File: src/rtl/fetch_pkg.sv
// Shared fetch-path types: fetch_entry_t is the payload carried from Fetch
// through the fetch queue into the Decode input latch.
package fetch_pkg;

  localparam int unsigned FETCH_ADDR_WIDTH  = 32;
  localparam int unsigned FETCH_INSTR_WIDTH = 32;

  // One fetched instruction plus the prediction made for it at fetch.
  typedef struct packed {
    logic [FETCH_ADDR_WIDTH-1:0]  pc;
    logic [FETCH_INSTR_WIDTH-1:0] instr;
    logic                         pred_taken;
    logic [FETCH_ADDR_WIDTH-1:0]  pred_target;
  } fetch_entry_t;

endpackage

File: src/rtl/fetch_queue.sv
// Dual-issue instruction buffer between Fetch and Decode.
// Accepts up to two instructions per cycle (slot 0 older than slot 1) and
// presents the two oldest entries to Decode, which may pop 0, 1 or 2 per cycle
// in program order. A flush discards every entry.
// Ports:
//   clk, rst            clock, asynchronous active-high reset
//   flush               discard all entries; overrides same-cycle enq/deq
//   enq_*_0 / enq_*_1   enqueue slots (valid, pc, instr, pred_taken, pred_target)
//   enq_ready           room for two entries (from registered count only)
//   deq_*_0 / deq_*_1   head / head+1 entry and its valid flag
//   deq_ready_0/1       Decode consumes head / head+1
//   count               current occupancy
// ADDR_WIDTH / INSTR_WIDTH must match the widths of fetch_pkg::fetch_entry_t.
module fetch_queue
  import fetch_pkg::*;
#(
  parameter int unsigned ADDR_WIDTH  = FETCH_ADDR_WIDTH,
  parameter int unsigned INSTR_WIDTH = FETCH_INSTR_WIDTH,
  parameter int unsigned DEPTH       = 8,
  parameter int unsigned PTR_WIDTH   = $clog2(DEPTH)
) (
  input  logic                   clk,
  input  logic                   rst,
  input  logic                   flush,
  input  logic                   enq_valid_0,
  input  logic [ADDR_WIDTH-1:0]  enq_pc_0,
  input  logic [INSTR_WIDTH-1:0] enq_instr_0,
  input  logic                   enq_pred_taken_0,
  input  logic [ADDR_WIDTH-1:0]  enq_pred_target_0,
  input  logic                   enq_valid_1,
  input  logic [ADDR_WIDTH-1:0]  enq_pc_1,
  input  logic [INSTR_WIDTH-1:0] enq_instr_1,
  input  logic                   enq_pred_taken_1,
  input  logic [ADDR_WIDTH-1:0]  enq_pred_target_1,
  output logic                   enq_ready,
  output logic                   deq_valid_0,
  output logic [ADDR_WIDTH-1:0]  deq_pc_0,
  output logic [INSTR_WIDTH-1:0] deq_instr_0,
  output logic                   deq_pred_taken_0,
  output logic [ADDR_WIDTH-1:0]  deq_pred_target_0,
  output logic                   deq_valid_1,
  output logic [ADDR_WIDTH-1:0]  deq_pc_1,
  output logic [INSTR_WIDTH-1:0] deq_instr_1,
  output logic                   deq_pred_taken_1,
  output logic [ADDR_WIDTH-1:0]  deq_pred_target_1,
  input  logic                   deq_ready_0,
  input  logic                   deq_ready_1,
  output logic [PTR_WIDTH:0]     count
);

  localparam int unsigned CNT_WIDTH = PTR_WIDTH + 1;
  // Highest occupancy at which a full pair still fits.
  localparam logic [CNT_WIDTH-1:0] ENQ_LIMIT = CNT_WIDTH'(DEPTH - 2);

  fetch_entry_t           mem [DEPTH];
  logic [PTR_WIDTH-1:0]   head;
  logic [PTR_WIDTH-1:0]   tail;
  logic [PTR_WIDTH-1:0]   head_1;
  logic [PTR_WIDTH-1:0]   tail_1;
  logic                   enq0;
  logic                   enq1;
  logic                   deq0;
  logic                   deq1;
  logic [CNT_WIDTH-1:0]   count_next;
  fetch_entry_t           enq_entry_0;
  fetch_entry_t           enq_entry_1;
  fetch_entry_t           head_entry_0;
  fetch_entry_t           head_entry_1;

  // Pointer neighbours; DEPTH is a power of two so the add wraps naturally.
  assign head_1 = head + PTR_WIDTH'(1);
  assign tail_1 = tail + PTR_WIDTH'(1);

  // No credit for a same-cycle dequeue: ready depends on registered count only.
  assign enq_ready = (count <= ENQ_LIMIT);

  assign deq_valid_0 = (count != '0);
  assign deq_valid_1 = (count >= CNT_WIDTH'(2));

  // Fire qualifiers; slot 1 only moves together with slot 0 to keep order.
  assign enq0 = enq_valid_0 & enq_ready & ~flush;
  assign enq1 = enq0 & enq_valid_1;
  assign deq0 = deq_valid_0 & deq_ready_0 & ~flush;
  assign deq1 = deq0 & deq_valid_1 & deq_ready_1;

  assign count_next = count + CNT_WIDTH'(enq0) + CNT_WIDTH'(enq1)
                            - CNT_WIDTH'(deq0) - CNT_WIDTH'(deq1);

  assign enq_entry_0 = '{pc: enq_pc_0, instr: enq_instr_0,
                         pred_taken: enq_pred_taken_0,
                         pred_target: enq_pred_target_0};
  assign enq_entry_1 = '{pc: enq_pc_1, instr: enq_instr_1,
                         pred_taken: enq_pred_taken_1,
                         pred_target: enq_pred_target_1};

  // Head pair read straight from storage; new entries appear the cycle after.
  assign head_entry_0 = mem[head];
  assign head_entry_1 = mem[head_1];

  assign deq_pc_0          = head_entry_0.pc;
  assign deq_instr_0       = head_entry_0.instr;
  assign deq_pred_taken_0  = head_entry_0.pred_taken;
  assign deq_pred_target_0 = head_entry_0.pred_target;
  assign deq_pc_1          = head_entry_1.pc;
  assign deq_instr_1       = head_entry_1.instr;
  assign deq_pred_taken_1  = head_entry_1.pred_taken;
  assign deq_pred_target_1 = head_entry_1.pred_target;

  // Pointer and occupancy state; flush empties the queue outright.
  always_ff @(posedge clk or posedge rst) begin
    if (rst) begin
      head  <= '0;
      tail  <= '0;
      count <= '0;
    end else if (flush) begin
      head  <= '0;
      tail  <= '0;
      count <= '0;
    end else begin
      head  <= head + PTR_WIDTH'(deq0) + PTR_WIDTH'(deq1);
      tail  <= tail + PTR_WIDTH'(enq0) + PTR_WIDTH'(enq1);
      count <= count_next;
    end
  end

  // Entry storage; cleared on reset so idle outputs read zero.
  always_ff @(posedge clk or posedge rst) begin
    if (rst) begin
      for (int unsigned i = 0; i < DEPTH; i++) begin
        mem[i] <= '0;
      end
    end else begin
      if (enq0) begin
        mem[tail] <= enq_entry_0;
      end
      if (enq1) begin
        mem[tail_1] <= enq_entry_1;
      end
    end
  end

endmodule

File: config.mk
export PLATFORM = sky130hd
export DESIGN_NAME = fetch_queue
export DESIGN_NICKNAME = d
export VERILOG_FILES = /design/src/rtl/fetch_pkg.sv /design/src/rtl/fetch_queue.sv
export SDC_FILE = /design/constraint.sdc
export NUM_CORES = 2
export LEC_CHECK = 0
export BUFFER_PORTS_ARGS = -buffer_cell sky130_fd_sc_hd__buf_2
export CORE_AREA = 2 2 284 286
export CTS_BUF_LIST = sky130_fd_sc_hd__clkbuf_4 sky130_fd_sc_hd__clkbuf_8 sky130_fd_sc_hd__clkbuf_16
export CTS_CLUSTER_DIAMETER = 40
export CTS_CLUSTER_SIZE = 20
export DETAILED_ROUTE_END_ITERATION = 12
export DIE_AREA = 0 0 286 288
export MAX_ROUTING_LAYER = met4
export PLACE_DENSITY = 0.79
export SYNTH_ARGS = -nofsm -noshare
export SYNTH_HDL_FRONTEND = slang
export SYNTH_SLANG_ARGS = --single-unit
File: constraint.sdc
create_clock -name clk -period 30 [get_ports clk]
set_input_delay 0 -clock clk [delete_from_list [all_inputs] [get_ports clk]]
set_output_delay 0 -clock clk [all_outputs]
set_load 0.03 [all_outputs]
Word-level counts from Yosys, hierarchy flattened. Index checks and enable logic that the tools add are counted.

Multiplexer cells: 17. Shift-type cells: 0. $add $sub $neg: 10. Divide/modulo/power cells: 0. Eq/ne operators: 0. Multiply operators: 0. Bitwise operators: 12. Reductions and logical operators: 3. Magnitude comparators: 8.

Operators by type and width (count): bitwise mux 776 bit (2); two-way mux 776 bit (2); binary-select mux 97 bit (select 3 bit) (2); demux 97 bit (select 3 bit) (2); two-way mux 97 bit (6); greater-or-equal comparator 4 bit, second input constant (4); inverter 3 -> 4 bit (4); adder 3 x 1 -> 3 bit (4); adder 4 x 1 -> 4 bit (2); < comparator 4 x 1 -> 1 bit, second input constant (2); subtractor 4 x 1 -> 4 bit (2); bitwise AND 1 bit (7); adder 3 x 1 -> 3 bit, second input constant (2); two-way mux 3 bit (2); greater-or-equal comparator 4 x 2 -> 1 bit, second input constant (1); less-or-equal comparator 4 x 3 -> 1 bit, second input constant (1); two-way mux 4 bit (1); nonzero test 4 bit (1); logical AND 1 bit (2); inverter 1 bit (1).

Bits in latches: 0. Memories: 0. Register bits after elaboration: 786. Logic and storage cells: 85. RAM bits: 0. Bits in read-only memories: 0. Output and inout port bits: 201.

Depth between registers and ports, before layout.
Depth in word-level cells: 9. Mapped depth: 15. Gate-level depth less buffers: 15.

Worst setup path before layout. OpenSTA, ideal clock, no wires.

Path kind: reg2reg. Start: register count[2]. End: register count[3]. Data arrival time: 2.973 ns. Setup time: 0.132 ns. Path slack: 26.896 ns. Stages on the path, launching flop included: 13. Buffers on the path: 0. Required time: 29.868 ns. Cells stage by stage: dfrtp_1 > inv_1 > ha_1 > nand3_1 > and2_1 > fa_1 > fa_1 > inv_1 > ha_1 > inv_1 > fa_1 > xnor2_1 > nor2_1.

Elaborated cells between the ends (all ways): 15. Classes of those cells: add/sub: 4; order compare: 2; mux: 1; bitwise: 7; reduce/logical: 1.

RTL lines: start: declaration (line fetch_queue.sv:48) `output logic [PTR_WIDTH:0] count`; start signal: assignment (line fetch_queue.sv:122) `count <= count_next;`; nonzero test 4 bit * (line fetch_queue.sv:77) `assign deq_valid_0 = (count != '0);`; named net deq_valid_0 (line fetch_queue.sv:36) `output logic deq_valid_0,`; bitwise AND 1 bit * (2 in series) (line fetch_queue.sv:83) `assign deq0 = deq_valid_0 & deq_ready_0 & ~flush;`; branches (longest 2 deep; another with subtractor 4 x 1 -> 4 bit); subtractor 4 x 1 -> 4 bit * (line fetch_queue.sv:87) `- CNT_WIDTH'(deq0) - CNT_WIDTH'(deq1);`; two-way mux 4 bit * (line fetch_queue.sv:115) `end else if (flush) begin`.

Mark *: on every way through the listed nets, which the timed path passes.

Worst setup path in the final report.
Start: register head[1]. End: output port deq_pred_target_1[2].

Word-level cells in the longest chain between the ends: 5.

RTL lines: start: declaration (line fetch_queue.sv:56) `logic [PTR_WIDTH-1:0] head;`; start signal: assignment (line fetch_queue.sv:120) `head <= head + PTR_WIDTH'(deq0) + PTR_WIDTH'(deq1);`; adder 3 x 1 -> 3 bit (line fetch_queue.sv:71) `assign head_1 = head + PTR_WIDTH'(1);`; inverter 3 -> 4 bit (implied by the code) (line fetch_queue.sv:98) `assign head_entry_1 = mem[head_1];`; binary-select mux 97 bit (select 3 bit) (line fetch_queue.sv:98); two-way mux 97 bit (implied by the code) (2 in series) (line fetch_queue.sv:98); end: declaration (line fetch_queue.sv:45) `output logic [ADDR_WIDTH-1:0] deq_pred_target_1,`.

No other way between the ends. The select of a mux whose other input is x is not followed.

==> key figures <==
Global routing
  • Pin count of the biggest net entering global routing: 124
  • First-pass GRT wire length: 257 mm
  • Met3 Track Usage GR: 11.8%
  • Remaining global-route overflow: 0
  • GR Util All Layers: 41.9%
  • Vias in the first global route: 44900
  • Grt met2 use: 60.9%
  • Initial antenna violation count: 23
  • GR Util met1: 52.6%
  • GRT Max-Usage Layer: met2

Worst setup path
  • CP startpoint kind: flip-flop
  • Critical Path End Type: output port
  • Kind of critical path: reg -> out
  • Worst Path Arrival: 6.15 ns
  • Worst Path Required: 30.00 ns
  • Crit-path max FO: 59

Routing
  • DRT iter0 DRCs: 6103
  • Vias: 44700
  • Via-per-instance ratio: 6.90
  • Final WL: 169 mm
  • Post-DRT Antenna Nets: 0
  • Pre-antenna DRT Iters: 7
  • WL/cell: 26.1 µm
  • DRC: 0

Timing
  • Fmax: 0.163 GHz
  • RSZ-0062 raised after global routing: no
  • Final hold vios: 12
  • Worst Max-Slew Pin Slew: 1.27 ns
  • Endpoints failing setup: 0
  • Minimum clock period: 6.15 ns
  • WHS: -0.0870 ns
  • Final Cycle Share: 20.5%
  • Max_slew headroom: 15.0%
  • Max-slew violations: 0
  • Clk_skew: 0.0361 ns
  • Setup TNS Final: 0 ns

CTS
  • CTS tree: built
  • CTS max path bufs: 3
  • CTS sink cnt: 786
  • CTS Root Cell: clkbuf_16
  • TritonCTS buffer count: 133
  • Worst skew pair latency: 0.73 ns
  • Clk slew on worst S/H paths: 0.05 ns
  • # resized after CTS: 0
  • H-tree levels: 4

Synthesis
  • Syn avg cell area: 9.61 µm²
  • Cells after Synth: 4996
  • Post-synth ARST share: 100%
  • Netlist Area Pre-Place: 48000 µm²
  • Synth cell types: 38
  • Seq/Total Area, Yosys: 41.0%
  • Number of flops mapped to enable cells by yosys: 0
  • Ys flop type: dfrtp_1
  • Net count after synthesis: 5210
  • Synth warn: 0
  • FF+latch count, synth: 786

Worst hold path
  • Worst hold path type: in -> async

Layout
  • Fraction of layout cells with a size suffix above 1: 24.7%
  • Layout Nets: 5488
  • Area Growth Syn to Fin: 18.6%
  • Post-route cell area: 56900 µm²

Floorplan
  • Initial Utilization: 60.3%
  • Core area: 79600 µm²
  • Die Wd: 286 µm
  • Cell Rows: 104
  • Die ar.: 82400 µm²
  • DIE HEIGHT: 288 µm
  • Ports: 402

Placed design
  • GP Congestion: 0.860
  • Port Buffers: 401
  • Placement Cell Area: 49100 µm²
  • HPWL after DPL: 89.1 mm

Power
  • Max IR drop VDD: 0.0942 mV
  • Power density over the cells: 100 nW/µm²
  • Leakage power: 25.5 nW

Run status
  • Status: finished with violations
  • Failing checks: hold timing

Run
  • Max cap viols: 0
[flip-flops by register name (all words and copies together), names as in the netlist]
register / cells
count: 4
head: 3
tail: 3
mem: 776
[layer usage]
| metal | vias to the layer above | part of all wire, % |
|---|---|---|
| met1 | 21600 | 35 |
| met3 | 976 | 14 |
| li1 | 18200 | - |
| met5 | - | 0 |
| met4 | 0 | 6.1 |
| met2 | 3901 | 45 |
[cells in the mapped netlist (6+ instances only)]
cell	n	area share, %
a21oi_1	193	2.0
a31oi_1	582	7.6
buf_1	38	0.30
buf_2	280	2.9
buf_4	6	0.094
buf_6	24	0.56
clkbuf_1	243	1.9
clkbuf_2	31	0.32
dfrtp_1	786	41
ha_1	8	0.21
inv_1	13	0.10
mux2_2	194	4.5
mux2i_1	194	4.0
mux4_2	388	18
nand2_1	1168	9.1
nand3_1	15	0.16
nor2_1	785	6.1
nor2b_1	7	0.091
[cell families after synthesis]
family                   count (synthesis)  share of synthesized area [%]
XOR/XNOR                                 5                         0.0912
buffers and inverters                  640                           6.25
multiplexers                           776                           26.8
adder cells (fa/ha/maj)                 13                          0.417
AO/OA/AOI/OAI                          777                           9.63
AND/OR/NAND/NOR                       1999                           15.9
flip-flops                             786                           41.0
[worst max-delay path, stage by stage (launching register included)]
cell and delay [ns]:
dfrtp_4 1.10, ha_4 0.59, buf_4 0.65, buf_4 0.83
buf_4 0.97, mux4_2 0.61, mux2_2 0.33, buf_2 0.19
[layout make-up]
| type | instances | area, µm² |
|---|---|---|
| antenna | 26 | 65.1 |
| clock buffer | 155 | 3630 |
| clock inverter | 89 | 1120 |
| fill | 5424 | 22700 |
| inverter | 16 | 67.6 |
| multi-input combinational | 3570 | 25500 |
| sequential | 786 | 19700 |
| tap | 1060 | 1330 |
| timing repair buffer | 767 | 5510 |
[what timing repair did]
action	in CTS	in global routing
buffers inserted	0	0
endpoints found under the hold margin	906	0
hold buffers	300	0
[cell usage in the layout (no fill, tap or decap), drive strengths merged, types with 2 or more instances in the layout]
| cell | synthesis | layout |
|---|---|---|
| nand2 | 1169 | 1169 |
| nor2 | 789 | 789 |
| dfrtp | 786 | 786 |
| a31oi | 582 | 582 |
| buf | 348 | 467 |
| mux4 | 388 | 388 |
| dlygate4sd3 | 0 | 300 |
| mux2i | 194 | 194 |
| mux2 | 194 | 194 |
| a21oi | 194 | 194 |
| clkbuf | 276 | 155 |
| inv | 16 | 48 |
| diode | 0 | 26 |
| clkinv | 0 | 23 |
| clkinvlp | 0 | 18 |
| bufinv | 0 | 16 |
| nand3 | 16 | 16 |
| ha | 8 | 8 |
| nor2b | 7 | 7 |
| fa | 5 | 5 |
| or2 | 4 | 4 |
| xnor2 | 3 | 3 |
| and3 | 3 | 3 |
| nor3b | 2 | 2 |
| nand2b | 2 | 2 |
| and2 | 2 | 2 |
| nand4 | 2 | 2 |
| xor2 | 2 | 2 |
[through the flow]
step / std cells / hold WS (ns) / worst slack, ns / utilization [%] / power (mW)
2_1_floorplan: 4996 / 0.316 / 7.93 / - / 3.33
3_3_place_gp: 5899 / 0.224 / 24.63 / 61.7 / 3.84
3_5_place_dp: 5899 / 0.217 / 24.54 / 61.7 / 3.92
4_1_cts: 6443 / 0.0223 / 23.77 / 71.4 / 5.63
5_1_grt: 6466 / 0.0174 / 23.49 / 71.5 / 5.90
6_report: 6469 / -0.0870 / 23.85 / 71.5 / 5.69
[power breakdown]
part | total (mW) | switching, mW | leakage (nW) | internal (mW)
clock | 1.63 | 0.605 | 2.29 | 1.02
combinational | 2.39 | 1.33 | 13.0 | 1.06
sequential | 1.67 | 0.288 | 10.2 | 1.38
[worst paths after layout]
kind,slack [ns],start,end,cells after the start
hold / removal,-0.09,rst,mem[282]$_DFF_PP0_,3
setup / recovery,23.85,head[1]$_DFF_PP0_,deq_pred_target_1[2],7
max in group asynchronous,26.91,rst,mem[251]$_DFF_PP0_,6
hold reg to reg,0.56,mem[674]$_DFF_PP0_,mem[674]$_DFF_PP0_,2
min in group clk,0.08,deq_ready_0,head[0]$_DFF_PP0_,6
setup reg to reg,25.55,tail[0]$_DFF_PP0_,mem[350]$_DFF_PP0_,8
No activity file was read; power rests on OpenSTA's default activity.
